File: config.mk
export PLATFORM = sky130hd
export DESIGN_NAME = nbit_demux_buffered_flat
export DESIGN_NICKNAME = d
export VERILOG_FILES = /design/src/rtl/nbit_demux_buffered_if.sv /design/src/rtl/nbit_demux_buffered.sv /design/src/flat_wrapper.sv
export SDC_FILE = /design/constraint.sdc
export NUM_CORES = 1
export LEC_CHECK = 0
export ABC_AREA = 1
export CAP_MARGIN = 15
export CORE_MARGIN = 2
export CORE_UTILIZATION = 60
export CTS_BUF_LIST = sky130_fd_sc_hd__clkbuf_4 sky130_fd_sc_hd__clkbuf_8
export DETAILED_ROUTE_END_ITERATION = 7
export PLACE_DENSITY_LB_ADDON = 0.15
export SLEW_MARGIN = 20
export SYNTH_ARGS = -nofsm -noshare
export SYNTH_HDL_FRONTEND = slang
export SYNTH_SLANG_ARGS = --single-unit
File: constraint.sdc
create_clock -name clk -period 3.2 [get_ports clk]
set_clock_uncertainty 0.05 [all_clocks]
set_input_delay 0.32 -clock clk [delete_from_list [all_inputs] [get_ports clk]]
set_output_delay 0.32 -clock clk [all_outputs]
set_load 0.03 [all_outputs]
File: src/rtl/nbit_demux_buffered_if.sv
// Handshake bundle for the buffered 1-to-4 demultiplexer.
// master: producer plus the four consumers (drives words in, takes words out).
// slave:  the demultiplexer itself.
interface nbit_demux_buffered_if #(
  parameter int N = 4
);
  logic [N-1:0]   in_data;
  logic           in_valid;
  logic           in_ready;
  logic [1:0]     sel;
  logic [4*N-1:0] out_data;
  logic [3:0]     out_valid;
  logic [3:0]     out_ready;

  modport master (
    output in_data, in_valid, sel, out_ready,
    input  in_ready, out_data, out_valid
  );

  modport slave (
    input  in_data, in_valid, sel, out_ready,
    output in_ready, out_data, out_valid
  );
endinterface

File: src/rtl/nbit_demux_buffered.sv
// Buffered 1-to-4 demultiplexer: each accepted word is written to the tail of
// one of four per-channel FIFOs, each drained by its own valid/ready consumer.
// Optional feature macro DEMUX_RR_EN: when defined, sel is ignored and words
// are distributed round-robin (0,1,2,3,0,...) by an internal pointer that only
// advances on accepted words and never skips a full channel.
module nbit_demux_buffered #(
  parameter int N     = 4,
  parameter int DEPTH = 2
) (
  input  logic                 clk,
  input  logic                 rst,
  nbit_demux_buffered_if.slave bus
);
  localparam int PW = (DEPTH > 1) ? $clog2(DEPTH) : 1;
  localparam int CW = PW + 1;
  localparam logic [CW-1:0] FULL_CNT = CW'(DEPTH);

  logic [N-1:0]   mem_q    [4][DEPTH];
  logic [N-1:0]   mem_d    [4][DEPTH];
  logic [PW-1:0]  rd_ptr_q [4];
  logic [PW-1:0]  rd_ptr_d [4];
  logic [PW-1:0]  wr_ptr_q [4];
  logic [PW-1:0]  wr_ptr_d [4];
  logic [CW-1:0]  cnt_q    [4];
  logic [CW-1:0]  cnt_d    [4];

  logic [1:0]     dest;
  logic [3:0]     full;
  logic [3:0]     not_empty;
  logic [3:0]     push_ch;
  logic [3:0]     pop_ch;
  logic           push;
  logic [4*N-1:0] out_data_c;

`ifdef DEMUX_RR_EN
  logic [1:0] rr_ptr_q;
  logic [1:0] rr_ptr_d;
  logic [1:0] unused_sel;

  assign unused_sel = bus.sel;
  assign dest       = rr_ptr_q;

  // Round-robin pointer advances only when a word is actually accepted.
  always_comb begin
    rr_ptr_d = rr_ptr_q;
    if (push) begin
      rr_ptr_d = rr_ptr_q + 2'd1;
    end
  end

  // Round-robin pointer register.
  always_ff @(posedge clk or posedge rst) begin
    if (rst) begin
      rr_ptr_q <= 2'd0;
    end else begin
      rr_ptr_q <= rr_ptr_d;
    end
  end
`else
  assign dest = bus.sel;
`endif

  // Ready depends only on the destination FIFO's registered state, so a
  // same-cycle pop on a full channel cannot open the input (no bypass).
  assign bus.in_ready  = ~full[dest];
  assign push          = bus.in_valid & bus.in_ready;
  assign bus.out_valid = not_empty;
  assign bus.out_data  = out_data_c;

  // Per-channel status, handshake qualifiers and head-word presentation.
  always_comb begin
    full       = '0;
    not_empty  = '0;
    push_ch    = '0;
    pop_ch     = '0;
    out_data_c = '0;
    for (int k = 0; k < 4; k++) begin
      full[k]               = (cnt_q[k] == FULL_CNT);
      not_empty[k]          = (cnt_q[k] != '0);
      pop_ch[k]             = not_empty[k] & bus.out_ready[k];
      push_ch[k]            = push & (dest == 2'(k));
      out_data_c[k*N +: N]  = mem_q[k][rd_ptr_q[k]];
    end
  end

  // FIFO next state: write at tail, advance head, track occupancy.
  always_comb begin
    mem_d    = mem_q;
    rd_ptr_d = rd_ptr_q;
    wr_ptr_d = wr_ptr_q;
    cnt_d    = cnt_q;
    for (int k = 0; k < 4; k++) begin
      if (push_ch[k]) begin
        mem_d[k][wr_ptr_q[k]] = bus.in_data;
        wr_ptr_d[k]           = wr_ptr_q[k] + PW'(1);
      end
      if (pop_ch[k]) begin
        rd_ptr_d[k] = rd_ptr_q[k] + PW'(1);
      end
      case ({push_ch[k], pop_ch[k]})
        2'b10:   cnt_d[k] = cnt_q[k] + CW'(1);
        2'b01:   cnt_d[k] = cnt_q[k] - CW'(1);
        default: cnt_d[k] = cnt_q[k];
      endcase
    end
  end

  // FIFO state registers; reset discards all in-flight words and clears storage.
  always_ff @(posedge clk or posedge rst) begin
    if (rst) begin
      for (int k = 0; k < 4; k++) begin
        rd_ptr_q[k] <= '0;
        wr_ptr_q[k] <= '0;
        cnt_q[k]    <= '0;
        for (int d = 0; d < DEPTH; d++) begin
          mem_q[k][d] <= '0;
        end
      end
    end else begin
      mem_q    <= mem_d;
      rd_ptr_q <= rd_ptr_d;
      wr_ptr_q <= wr_ptr_d;
      cnt_q    <= cnt_d;
    end
  end
endmodule
File: src/flat_wrapper.sv
// flat-port wrapper written by rule: the top's interface ports become plain ports
module nbit_demux_buffered_flat 
#(
  parameter int N     = 4,
  parameter int DEPTH = 2
)
  (clk, rst, bus_in_data, bus_in_valid, bus_sel, bus_out_ready, bus_in_ready, bus_out_data, bus_out_valid);
  nbit_demux_buffered_if #(.N(N)) bus_i ();
  input  logic clk;
  input  logic rst;
  input wire logic [$bits(bus_i.in_data)-1:0] bus_in_data;
  input wire logic [$bits(bus_i.in_valid)-1:0] bus_in_valid;
  input wire logic [$bits(bus_i.sel)-1:0] bus_sel;
  input wire logic [$bits(bus_i.out_ready)-1:0] bus_out_ready;
  output wire logic [$bits(bus_i.in_ready)-1:0] bus_in_ready;
  output wire logic [$bits(bus_i.out_data)-1:0] bus_out_data;
  output wire logic [$bits(bus_i.out_valid)-1:0] bus_out_valid;
  assign bus_i.in_data = bus_in_data;
  assign bus_i.in_valid = bus_in_valid;
  assign bus_i.sel = bus_sel;
  assign bus_i.out_ready = bus_out_ready;
  assign bus_in_ready = bus_i.in_ready;
  assign bus_out_data = bus_i.out_data;
  assign bus_out_valid = bus_i.out_valid;
  nbit_demux_buffered #(.N(N), .DEPTH(DEPTH)) u_core (.clk(clk), .rst(rst), .bus(bus_i));
endmodule
==> tab_implementation.tex <==
\begin{tabular}{lr}
\hline
Metric & Value \\
\hline
\multicolumn{2}{l}{\textbf{Global route}} \\
GRT Overall Usage & 0.2414 \\
Pin count of the biggest net entering global routing & 49 \\
Number of antenna violations at the first check in global routing & 0 \\
Total congestion overflow & 0 \\
First-pass GRT wire length & 8059 um \\
Number of global-route vias before repair & 1875 \\
\multicolumn{2}{l}{\textbf{Route}} \\
Via/cell ratio & 4.977 \\
DRC marker count from the first detailed-route iteration & 100 \\
Final ANT Viol Nets & 0 \\
Initial DRT Pass Iterations & 4 \\
Post-route DRC violation count & 0 \\
Routed wire length & 4654 um \\
Detailed-route via count & 1951 \\
Average detailed-routed wire length per instance & 11.87 um \\
\multicolumn{2}{l}{\textbf{Synth}} \\
Share of the synthesized area in the top cell type & 0.5021 \\
Number of flip-flops and latches in the synthesized netlist & 48 \\
Proportion of synthesized flip-flops having asynchronous set or reset & 1.000 \\
Cell type with the largest total area after synthesis & sky130\_fd\_sc\_hd\_\_dfrtp\_1 \\
Distinct cells, synth & 18 \\
Post-synth top flop & sky130\_fd\_sc\_hd\_\_dfrtp\_1 \\
Warnings from Yosys & 0 \\
Post-synthesis instance area & 0.002392 sq mm \\
Most used standard cells in the synthesized netlist & sky130\_fd\_sc\_hd\_\_nand2\_1, sky130\_fd\_sc\_hd\_\_dfrtp\_1, sky130\_fd\_sc\_hd\_\_inv\_1 \\
Cell count after synthesis & 306 \\
Most instantiated library cell after synthesis & sky130\_fd\_sc\_hd\_\_nand2\_1 \\
Per-instance average area after synthesis & 7.818 sq um \\
Sequential-to-total area share from yosys stat & 0.5021 \\
EDFF count, synth & 0 \\
Net count of the mapped netlist & 323 \\
Top cells by area in the synthesized netlist & sky130\_fd\_sc\_hd\_\_dfrtp\_1, sky130\_fd\_sc\_hd\_\_nand2\_1, sky130\_fd\_sc\_hd\_\_inv\_1 \\
\multicolumn{2}{l}{\textbf{Critical path}} \\
Peak fanout along the critical path & 5 \\
Critical path class & primary input to output port \\
Arrival time worst endpoint & 2160 ps \\
Type of origin of the critical path & primary input \\
Critical path data required time & 2830 ps \\
Kind of capture point of the worst setup path & output port \\
\multicolumn{2}{l}{\textbf{Final layout}} \\
Share of final-layout standard cells stronger than drive strength 1 & 0.07849 \\
Number of diodes & 0 \\
Final \#Nets & 360 \\
Finished layout cell area & 0.002873 sq mm \\
Area delta synth->final & 20.08\% \\
Non-filler instance count after layout & 392 \\
Filler cell count in the final layout & 284 \\
\multicolumn{2}{l}{\textbf{Timing}} \\
Post-route setup TNS & 0 ps \\
Post-layout min period & 2526 ps \\
Fmax & 395.9 MHz \\
Setup ws final & 674.3 ps \\
Final Hold Vio Count & 0 \\
Least-Margin Pin Slew & 580.6 ps \\
Max-slew violation total from the final report & 0 \\
Unrepaired setup endpoints after global routing & no \\
Worst-case headroom to the max-slew limit & 0.6129 \\
Count of final setup violators & 0 \\
Final Cycle Share & 0.7893 \\
\multicolumn{2}{l}{\textbf{Clock tree}} \\
Count of cells resized by post-cts repair & 0 \\
Total setup buffers inserted after CTS & 0 \\
H-tree depth & 2 \\
Clock Sink Count & 48 \\
Clock transition time at the flip-flop clock pins of the worst setup and hold paths & 90 ps \\
Deepest clock path buffer count & 2 \\
Later-pin clock latency in the skew report & 300 ps \\
CTS buffer count & 5 \\
Hold buffer count at CTS & 0 \\
Root buffer cell & sky130\_fd\_sc\_hd\_\_clkbuf\_8 \\
TritonCTS clock tree & yes \\
\multicolumn{2}{l}{\textbf{Power and ir drop}} \\
Worst ir drop on vdd & 0.0007179 V \\
Internal power contribution & 0.001669 W \\
Switching share of total power & 0.4411 \\
Switching power summed over all nets & 0.001317 W \\
Sum of internal, switching and leakage power & 0.002987 W \\
Leak & 1.577 nW \\
Part of the power in registers & 0.380 \\
Power share of the combinational group & 0.496 \\
Clock share of power & 0.124 \\
Power per cell area & 1040 mW/mm\^{}2 \\
\multicolumn{2}{l}{\textbf{Run status}} \\
Result of the run & finished, final reports clean \\
\multicolumn{2}{l}{\textbf{Floorplanning}} \\
Number of rows created at floorplan & 22 \\
Die outline area & 0.004508 sq mm \\
Die outline height & 67.15 um \\
Starting density of the core & 0.6390 \\
Number of top-level design ports & 34 \\
X dimension of the die & 67.15 um \\
Core region area & 0.003744 sq mm \\
\multicolumn{2}{l}{\textbf{Placement}} \\
Post-place setup slack & 559.3 ps \\
Final estimated routing congestion in global placement & 0.8014 \\
Detailed-placement wirelength estimate & 3526 um \\
Count of input and output buffers & 33 \\
Placed Cells & 384 \\
Area after detailed placement & 0.002775 sq mm \\
\multicolumn{2}{l}{\textbf{Min path}} \\
HP Class & primary input to async pin \\
\multicolumn{2}{l}{\textbf{Job}} \\
Max\_cap viols & 0 \\
\hline
\end{tabular}
==> metrics by stage <==
stage               hold slack (ps)  utilization
floorplan                     391.7            -
global placement              405.2       0.7413
detailed placement            410.7       0.7413
CTS                           432.4       0.7674
global route                  451.9       0.7674
finish                        416.6       0.7674
==> sequential cells by signal, indices dropped and copies added (netlist names) <==
| register | cells |
|---|---|
| u_core.mem_q | 32 |
| u_core.cnt_q | 8 |
| u_core.rd_ptr_q | 4 |
| u_core.wr_ptr_q | 4 |
==> worst max-delay path, cell delays in order <==
cell	delay [ps]
sky130_fd_sc_hd__clkdlybuf4s50_1	520
sky130_fd_sc_hd__nand2_1	210
sky130_fd_sc_hd__inv_2	80
sky130_fd_sc_hd__nand3_1	80
sky130_fd_sc_hd__nand2_2	60
sky130_fd_sc_hd__nor2_4	160
sky130_fd_sc_hd__clkdlybuf4s50_1	710
==> worst paths after layout <==
| path | startpoint | to | slack [ps] | cells past startpoint |
|---|---|---|---|---|
| worst min register to register | u_core.mem_q[28] | u_core.mem_q[28] | 430 | 2 |
| worst min-delay path | rst | u_core.mem_q[3] | 420 | 3 |
| worst max register to register | u_core.cnt_q[5] | u_core.cnt_q[1] | 1080 | 12 |
| max in group asynchronous | rst | u_core.rd_ptr_q[1] | 2280 | 3 |
| min in group clk | u_core.mem_q[28] | u_core.mem_q[28] | 430 | 2 |
| worst max-delay path | bus_sel[1] | bus_in_ready | 670 | 7 |
==> cells in the final DEF (no fill, tap or decap), types with 5 or more instances in the layout <==
cell type,netlist,layout
sky130_fd_sc_hd__clkbuf_8,0,6
sky130_fd_sc_hd__nor2_1,11,11
sky130_fd_sc_hd__inv_1,26,25
sky130_fd_sc_hd__clkdlybuf4s50_1,0,33
sky130_fd_sc_hd__inv_2,5,5
sky130_fd_sc_hd__nand4_2,6,6
sky130_fd_sc_hd__nand2_1,156,156
sky130_fd_sc_hd__xor2_1,8,8
sky130_fd_sc_hd__dfrtp_1,48,48
sky130_fd_sc_hd__nand3_1,19,19
==> area by class of cell <==
cell class / count / area [sq um] / area share
Clock buffer: 6 / 82.58 / 0.02875
Tap cell: 48 / 60.06 / 0.02091
Timing Repair Buffer: 34 / 337.8 / 0.1176
Inverter: 31 / 116.4 / 0.04051
Multi-Input combinational cell: 223 / 1060 / 0.3689
Sequential cell: 48 / 1201 / 0.4181
Clock inverter: 2 / 15.01 / 0.005226
==> routing by layer <==
| layer | GRT usage | share of wire |
|---|---|---|
| met3 | 0.06167 | 0.036 |
| met2 | 0.4047 | 0.50 |
| met4 | 0.06888 | 0.010 |
| met1 | 0.3117 | 0.45 |
| met5 | 0 | 0 |
==> cell families after synthesis <==
family | after synthesis | share of synthesized area
xor+xnor | 12 | 0.04393
flops | 48 | 0.5021
buf+inv | 35 | 0.05491
simple gates | 199 | 0.3614
fa+ha+maj | 4 | 0.02092
compound gates | 8 | 0.01674
==> power by group through the flow <==
| stage | clock network, W | registers (W) | logic (W) |
|---|---|---|---|
| after CTS | 0.000379 | 0.00113 | 0.00149 |
| final | 0.000370 | 0.00114 | 0.00148 |
| after floorplan | 0 | 0.00108 | 0.00102 |
| after global placement | 0 | 0.00113 | 0.00144 |
| after global routing | 0.000411 | 0.00118 | 0.00164 |
| after detailed placement | 0 | 0.00114 | 0.00149 |
Note: power is estimated with default switching activity, not from simulation.
